[src/rtl/alu_arbiter.sv]
// rtl/alu_arbiter.sv - two-requester round-robin front end for a shared external ALU
//
// Ports:
//   clk, rst                      clock, synchronous active-high reset
//   reqN_valid/ready/op/a/b       requester N handshake, ALU control code, operands
//   alu_in1, alu_in2, alu_ctrl    operands/control to the shared ALU (zero outside EXEC)
//   alu_out, alu_flag             ALU result and {N,C,Z} flags
//   rsp_valid/ready/id/data       registered response and owning requester
//   ccr                           condition code register {N,C,Z}
//   busy                          high whenever the FSM is not idle
`timescale 1ns/1ps
module alu_arbiter #(
  parameter int DATA_W = 16
) (
  input  logic              clk,
  input  logic              rst,
  input  logic              req0_valid,
  output logic              req0_ready,
  input  logic [3:0]        req0_op,
  input  logic [DATA_W-1:0] req0_a,
  input  logic [DATA_W-1:0] req0_b,
  input  logic              req1_valid,
  output logic              req1_ready,
  input  logic [3:0]        req1_op,
  input  logic [DATA_W-1:0] req1_a,
  input  logic [DATA_W-1:0] req1_b,
  output logic [DATA_W-1:0] alu_in1,
  output logic [DATA_W-1:0] alu_in2,
  output logic [3:0]        alu_ctrl,
  input  logic [DATA_W-1:0] alu_out,
  input  logic [2:0]        alu_flag,
  output logic              rsp_valid,
  input  logic              rsp_ready,
  output logic              rsp_id,
  output logic [DATA_W-1:0] rsp_data,
  output logic [2:0]        ccr,
  output logic              busy
);

  typedef enum logic [1:0] {
    S_IDLE = 2'd0,
    S_EXEC = 2'd1,
    S_RESP = 2'd2
  } state_t;

  state_t            r_state;
  logic              r_last;       // requester granted most recently
  logic              r_id;
  logic              r_rsp_valid;
  logic              r_busy;
  logic [3:0]        r_ctrl;
  logic [DATA_W-1:0] r_in1;
  logic [DATA_W-1:0] r_in2;
  logic [DATA_W-1:0] r_data;
  logic [2:0]        r_ccr;

  logic              w_any;
  logic              w_gnt_id;
  logic              w_accept;
  logic [DATA_W-1:0] w_res_data;
  logic [2:0]        w_res_ccr;

  // On a tie the requester that did not win last time gets the grant.
  assign w_any    = req0_valid | req1_valid;
  assign w_gnt_id = (req0_valid && req1_valid) ? ~r_last : req1_valid;
  assign w_accept = !rst && (r_state == S_IDLE) && w_any;

  assign req0_ready = w_accept && !w_gnt_id;
  assign req1_ready = w_accept && w_gnt_id;

  // The operand/control registers are loaded at accept and cleared when
  // EXEC ends, so the ALU bus is only non-zero for the one EXEC cycle.
  assign alu_in1   = r_in1;
  assign alu_in2   = r_in2;
  assign alu_ctrl  = r_ctrl;
  assign rsp_valid = r_rsp_valid;
  assign rsp_id    = r_id;
  assign rsp_data  = r_data;
  assign ccr       = r_ccr;
  assign busy      = r_busy;

  // Result/flag selection by op class. Carry-free ops keep C from ccr,
  // never from alu_flag[1].
  always_comb begin
    w_res_data = '0;
    w_res_ccr  = r_ccr;
    case (r_ctrl)
      4'b0010, 4'b0100, 4'b0111, 4'b1000, 4'b1011, 4'b1100: begin
        w_res_data = alu_out;
        w_res_ccr  = alu_flag;
      end
      4'b0001, 4'b0011, 4'b0101, 4'b0110: begin
        w_res_data = alu_out;
        w_res_ccr  = {alu_flag[2], r_ccr[1], alu_flag[0]};
      end
      4'b1001: w_res_ccr = {r_ccr[2], 1'b1, r_ccr[0]};
      4'b1010: w_res_ccr = {r_ccr[2], 1'b0, r_ccr[0]};
      default: ;
    endcase
  end

  always_ff @(posedge clk) begin
    if (rst) begin
      r_state     <= S_IDLE;
      r_last      <= 1'b1;
      r_id        <= 1'b0;
      r_rsp_valid <= 1'b0;
      r_busy      <= 1'b0;
      r_ctrl      <= 4'b0000;
      r_in1       <= '0;
      r_in2       <= '0;
      r_data      <= '0;
      r_ccr       <= 3'b000;
    end else begin
      case (r_state)
        S_IDLE: begin
          if (w_accept) begin
            r_id   <= w_gnt_id;
            r_ctrl <= w_gnt_id ? req1_op : req0_op;
            r_in1  <= w_gnt_id ? req1_a  : req0_a;
            r_in2  <= w_gnt_id ? req1_b  : req0_b;
            r_busy <= 1'b1;
            r_state <= S_EXEC;
          end
        end
        S_EXEC: begin
          r_data      <= w_res_data;
          r_ccr       <= w_res_ccr;
          r_ctrl      <= 4'b0000;
          r_in1       <= '0;
          r_in2       <= '0;
          r_rsp_valid <= 1'b1;
          r_state     <= S_RESP;
        end
        S_RESP: begin
          if (rsp_ready) begin
            r_rsp_valid <= 1'b0;
            r_busy      <= 1'b0;
            r_last      <= r_id;
            r_state     <= S_IDLE;
          end
        end
        default: r_state <= S_IDLE;
      endcase
    end
  end

endmodule

[config.mk]
export PLATFORM = sky130hd
export DESIGN_NAME = alu_arbiter
export DESIGN_NICKNAME = d
export VERILOG_FILES = /design/src/rtl/alu_arbiter.sv
export SDC_FILE = /design/constraint.sdc
export NUM_CORES = 1
export LEC_CHECK = 0
export ABC_CLOCK_PERIOD_IN_PS = 1900
export CAP_MARGIN = 20
export CORE_MARGIN = 5
export CORE_UTILIZATION = 33
export DETAILED_ROUTE_END_ITERATION = 8
export MAX_ROUTING_LAYER = met4
export PLACE_DENSITY = 0.77
export SLEW_MARGIN = 30
export SYNTH_ARGS = -nofsm -noshare
export SYNTH_HDL_FRONTEND = slang
export SYNTH_SLANG_ARGS = --single-unit
[constraint.sdc]
create_clock -name clk -period 1.9 [get_ports clk]
set_input_delay 0.285 -clock clk [delete_from_list [all_inputs] [get_ports clk]]
set_output_delay 0.285 -clock clk [all_outputs]
set_load 0.005 [all_outputs]
==> metrics, run 1 <==
Max stage delay on crit path around 600 ps; Core Box Area 7214 µm²; # nets final between 400 and 500; area post-placement 4089 µm²; sw power between 0.7 and 0.8 mW; Post-Route Utilization 0.5957; Tot GR Track Use 0.1781; Clock Latency Late Sink roughly 320 ps; Hold-fix buffers, CTS 0; worst hold endpoint r_state[0]$_SDFFE_PP0P_; synthesis-to-layout area growth 76.61%; sw frac 0.2469; Comb power frac 0.222; Hold/Removal Path Class input pin to register; Leakage roughly 1.6 nW; vias 2,575; Netlist Area Pre-Place between 2000 and 2500 µm²; clk sinks 61; Slew HR 0.5377; final WL ~8000 µm; Worst-path clk slew ~60 ps; class of the most critical setup path register to primary output; crit path launch alu_ctrl[3]$_SDFFE_PP0P_; #FFs+latches synth roughly 60; Chip Width 95.88 µm; critical path's slowest cell clkdlybuf4s50_1; cells on worst reg2reg path 6; final instance area 4298 µm²; Synth area leaders dfxtp_1, a222oi_1, nor2_1; H-tree level count 3; MaxCap Viol Count 0; main flop type after synthesis dfxtp_1; Final Slew Violations 0; worst-margin pin slew roughly 690 ps; sequential share of power 0.449; die area between 9000 and 10,000 µm²; Hold Slack 339.4 ps; share of Yosys cell area claimed by the top area cell type 0.5018; commonest cells in the synthesized netlist dfxtp_1, nor2_1, a222oi_1; fin cells about 500; status completed; number of global-route vias before repair approximately 2,600; CTS buffer count 9; post-DR wirelength/cell roughly 16 µm; FP Rows 31; leading area contributor after synthesis dfxtp_1; Clock Power Share 0.328; pre-CTS setup slack -17.15 ps; Critical Path RT 1620 ps; Tcrit/Tclk final 0.9347; largest net degree at the start of global routing slightly above 60; Critical path buffers and inverters 1; PD cells approximately 730 nW/µm²; global route overflow 0; # DRC 0; worst clock skew between 7 and 8 ps; Die Span Y roughly 96 µm; Placed Instances roughly 480; Final ANT Viol Nets 0; CTS tree done; Hold Path Origin rst; root buffer selected by CTS clkbuf_8; num ports approximately 160; Max Clk Rate 563.1 MHz; share of flip-flops with an asynchronous set or reset 0; yosys warns 0; footprint of the multi-input gates between 1000 and 1500 µm²; unrepaired setup endpoints after global routing no; Initial Utilization 0.3373; WP data arrival roughly 1500 ps; cells after synthesis ~240; PortBufs around 160; Worst Path Max Fanout 10; internal power around 2.4 mW; layout cell share with drive strength beyond 1 0.1429; final hold violation count 0; Register Area approximately 1200 µm²; WP depth 1; Distinct cells, synth 33; Via density 5.171; initial antenna violation count 0; Detail Placement HPWL 5878 µm; cell breakdown of the critical path clkdlybuf4s50_1; reg2reg end ccr[2]$_SDFFE_PP0P_; Seq/Total Area, Yosys 0.5018; hold depth 3; Crit. End Element primary output; crit start category register; Worst R2R Setup Slack 320 ps; cell family with most CP delay buffers and inverters; reg-to-reg critical path startpoint r_state[0]$_SDFFE_PP0P_; # setup viols final 0; DRT Pass-1 Iters 8; EDFF count, synth 0; syn_nets between 300 and 400; Final min period approximately 1800 ps; Antenna Cells 0; Iter 0 DRT Violations ~270; syn_area_per_cell 10.10 µm²; Final GP Congestion 0.7152; most frequent cell after synthesis dfxtp_1; Max Root-Sink Buffers 2; Fill cells 633; global-route wire length before repair between 10,000 and 15,000 µm; final setup margin around 120 ps; total power draw 3.125 mW; setup tns final 0 ps; maximum VDD drop 0.3278 mV
flip-flops by register name, summed over array words and instances (netlist names):
register   cells
busy           1
ccr            3
r_last         1
rsp_id         1
alu_in1       16
alu_in2       16
rsp_valid      1
alu_ctrl       4
r_state        2
rsp_data      16
cell usage in the layout (no fill, tap or decap), types with 2 or more instances in the layout:
cell type	instances
clkdlybuf4s50_1	152
dfxtp_1	60
nor2_1	52
a222oi_1	36
clkbuf_8	12
buf_4	11
a22oi_2	10
nor2_2	10
nand2_1	6
a22oi_1	6
nand2b_1	5
a21oi_1	4
nand3b_1	3
mux2i_1	3
and3_4	2
a32oi_1	2
o21ai_0	2
clkbuf_1	2
buf_12	2
worst register-to-register path: cells and delay by family, from the launching register on:
kind	cells	cell delay (ps)
buffers and inverters	2	380
AO/OA/AOI/OAI	1	310
AND/OR/NAND/NOR	2	170
flip-flops	1	390
multiplexers	1	200
final cells by class:
cell class	instances	area share
Timing Repair Buffer	168	0.3886
Sequential cell	61	0.2844
Multi-Input combinational cell	154	0.2559
Clock buffer	14	0.04017
Tap cell	99	0.02882
Clock inverter	1	0.001164
Inverter	1	0.0008734
cell families after synthesis:
group	synth area share
buf+inv	0.05501
simple gates	0.1568
compound gates	0.2694
mux	0.01697
flops	0.5018
power by group through the flow:
stage	Sequential, mW	Clock [mW]	Combinational (mW)
3_5_place_dp	1.43	0	0.693
5_1_grt	1.41	1.12	0.751
6_report	1.40	1.03	0.694
2_1_floorplan	1.42	0	0.274
4_1_cts	1.40	1.07	0.697
3_3_place_gp	1.43	0	0.680
timing repair:
action / CTS / global route
gates resized for setup: 4 / 3
endpoints found under the setup margin: 2 / 1
buffers inserted: 0 / 1
pin swaps: 1 / 1
routing by layer:
metal  track usage  up-vias  part of all wire
li1              -     1230                 -
met1        0.2079     1217              0.41
met2        0.2820      117              0.49
met3       0.06255       11             0.092
met4       0.06754        0             0.016
met5             -        -                 0
worst max-delay path by stage:
stage,slack [ps],endpoint
2_1_floorplan,340,rsp_data[10]$_SDFFE_PP0P_
3_3_place_gp,20,req0_ready
3_5_place_dp,-20,alu_in1[3]$_SDFFE_PP0P_
4_1_cts,4,req1_ready
5_1_grt,40,alu_ctrl[3]
6_report,120,alu_ctrl[3]
Power figures use the tool's default switching activity.
==> run 2: changes to the inputs <==
Settings changed: ABC_AREA from default to 0, CORE_MARGIN 5 to 2.
==> metrics, run 2 (same netlist as run 1, synthesis figures left out) <==
status completed; Register Area between 1000 and 1500 µm²; final hold violation count 0; cell breakdown of the critical path nor3_4 -> buf_4 -> and3_4 -> dlygate4sd2_1; final WL 7690 µm; Worst-path clk slew approximately 70 ps; DRT Pass-1 Iters 6; post-DR wirelength/cell ~15 µm; worst-margin pin slew just under 500 ps; H-tree level count 3; initial antenna violation count 0; most common cell after layout, fill and taps aside clkdlybuf4s50_1; PortBufs between 150 and 200; WP data arrival 1440 ps; Chip Width 89.88 µm; synthesis-to-layout area growth 78.71%; crit start category register; Initial Utilization 0.3373; Tcrit/Tclk final 0.9078; largest net degree at the start of global routing 37; MaxCap Viol Count 0; number of global-route vias before repair about 2,500; sequential share of power 0.429; # DRC 0; Critical Path RT roughly 1600 ps; vias around 2,600; Crit. End Element primary output; fin cells between 500 and 600; footprint of the multi-input gates ~1100 µm²; Iter 0 DRT Violations 250; FP Rows 31; Core Box Area 7214 µm²; commonest cells after routing, fill and taps aside clkdlybuf4s50_1, dfxtp_1, nor2_1; layout cell share with drive strength beyond 1 0.1563; Detail Placement HPWL around 5500 µm; Hold/Removal Path Class input pin to register; global-route wire length before repair between 10,000 and 15,000 µm; Max Root-Sink Buffers 2; Max stage delay on crit path around 350 ps; Max Clk Rate approximately 580 MHz; Final min period 1725 ps; num ports roughly 160; Tot GR Track Use 0.1881; Final ANT Viol Nets 0; Comb power frac 0.216; Hold-fix buffers, CTS 0; # nets final about 500; root buffer selected by CTS clkbuf_8; Final Slew Violations 0; Final GP Congestion between 0.7 and 0.8; final setup margin 175.3 ps; Leakage approximately 1.6 nW; maximum VDD drop 0.3435 mV; CTS buffer count 9; Placed Instances between 400 and 500; CTS tree done; Clock Power Share 0.354; critical path's slowest cell dfxtp_2; Post-Route Utilization 0.6028; Slew HR 0.6698; Fill cells between 600 and 700; die area between 8000 and 9000 µm²; sw frac 0.2467; Via density ~5.1; clk sinks slightly above 60; PD cells roughly 750 nW/µm²; worst clock skew 7.945 ps; sw power 0.8044 mW; # setup viols final 0; global route overflow 0; class of the most critical setup path register to primary output; Worst Path Max Fanout 3; Die Span Y about 90 µm; internal power ~2.5 mW; unrepaired setup endpoints after global routing no; Clock Latency Late Sink between 300 and 400 ps; pre-CTS setup slack -57.15 ps; Antenna Cells 0
-- run 2: worst paths after layout --
| path | from | end | slack [ps] | cells after the start |
|---|---|---|---|---|
| hold / removal | rst | r_state[0]$_SDFFE_PP0P_ | 440 | 4 |
| setup reg to reg | alu_ctrl[2]$_SDFFE_PP0P_ | rsp_data[12]$_SDFFE_PP0P_ | 270 | 5 |
| setup / recovery | r_state[0]$_SDFFE_PP0P_ | req0_ready | 180 | 4 |
| hold reg to reg | busy$_SDFFE_PP0P_ | busy$_SDFFE_PP0P_ | 480 | 2 |
-- run 2: metal layers --
metal  global-route usage  vias to the layer above  share of wire
li1                     -                     1235              -
met3              0.04778                       17          0.075
met5                    -                        -              0
met4              0.09231                        0          0.024
met1               0.2287                     1197           0.43
met2               0.2923                      134           0.47
-- run 2: power groups by stage --
stage                     logic [mW]  registers [mW]  clock network [mW]
after floorplan                0.274            1.42                   0
after global placement         0.691            1.42                   0
after detailed placement       0.702            1.42                   0
after CTS                      0.711            1.40                1.18
after global routing           0.759            1.41                1.23
final                          0.705            1.40                1.16
-- run 2: critical path: cells and delay by family (launching register included) --
| family | cells | cell delay [ps] |
|---|---|---|
| buffers and inverters | 2 | 380 |
| and+or+nand+nor | 2 | 380 |
| DFF | 1 | 350 |
-- run 2: area by class of cell --
| cell class | count | share of cell area |
|---|---|---|
| Sequential cell | 61 | 0.2811 |
| Inverter | 1 | 0.0008631 |
| Timing Repair Buffer | 172 | 0.3910 |
| Tap cell | 99 | 0.02848 |
| Multi-Input combinational cell | 154 | 0.2529 |
| Clock inverter | 4 | 0.01093 |
| Clock buffer | 11 | 0.03481 |
-- run 2: what timing repair did --
item,CTS,global route
setup buffers,1,0
resized for setup,4,3
pin swaps,2,1
endpoints found under the setup margin,2,1
-- run 2: per-stage QoR --
| stage | power [mW] | setup TNS [ps] | hold WS, ps | area [µm²] |
|---|---|---|---|---|
| after floorplan | 1.699 | 0 | 419.5 | 2434 |
| after global placement | 2.113 | 0 | 461.5 | 4119 |
| after detailed placement | 2.126 | -249.3 | 466.5 | 4119 |
| after CTS | 3.294 | 0 | 417.7 | 4339 |
| after global routing | 3.402 | 0 | 448.1 | 4349 |
| final | 3.261 | 0 | 442.0 | 4349 |
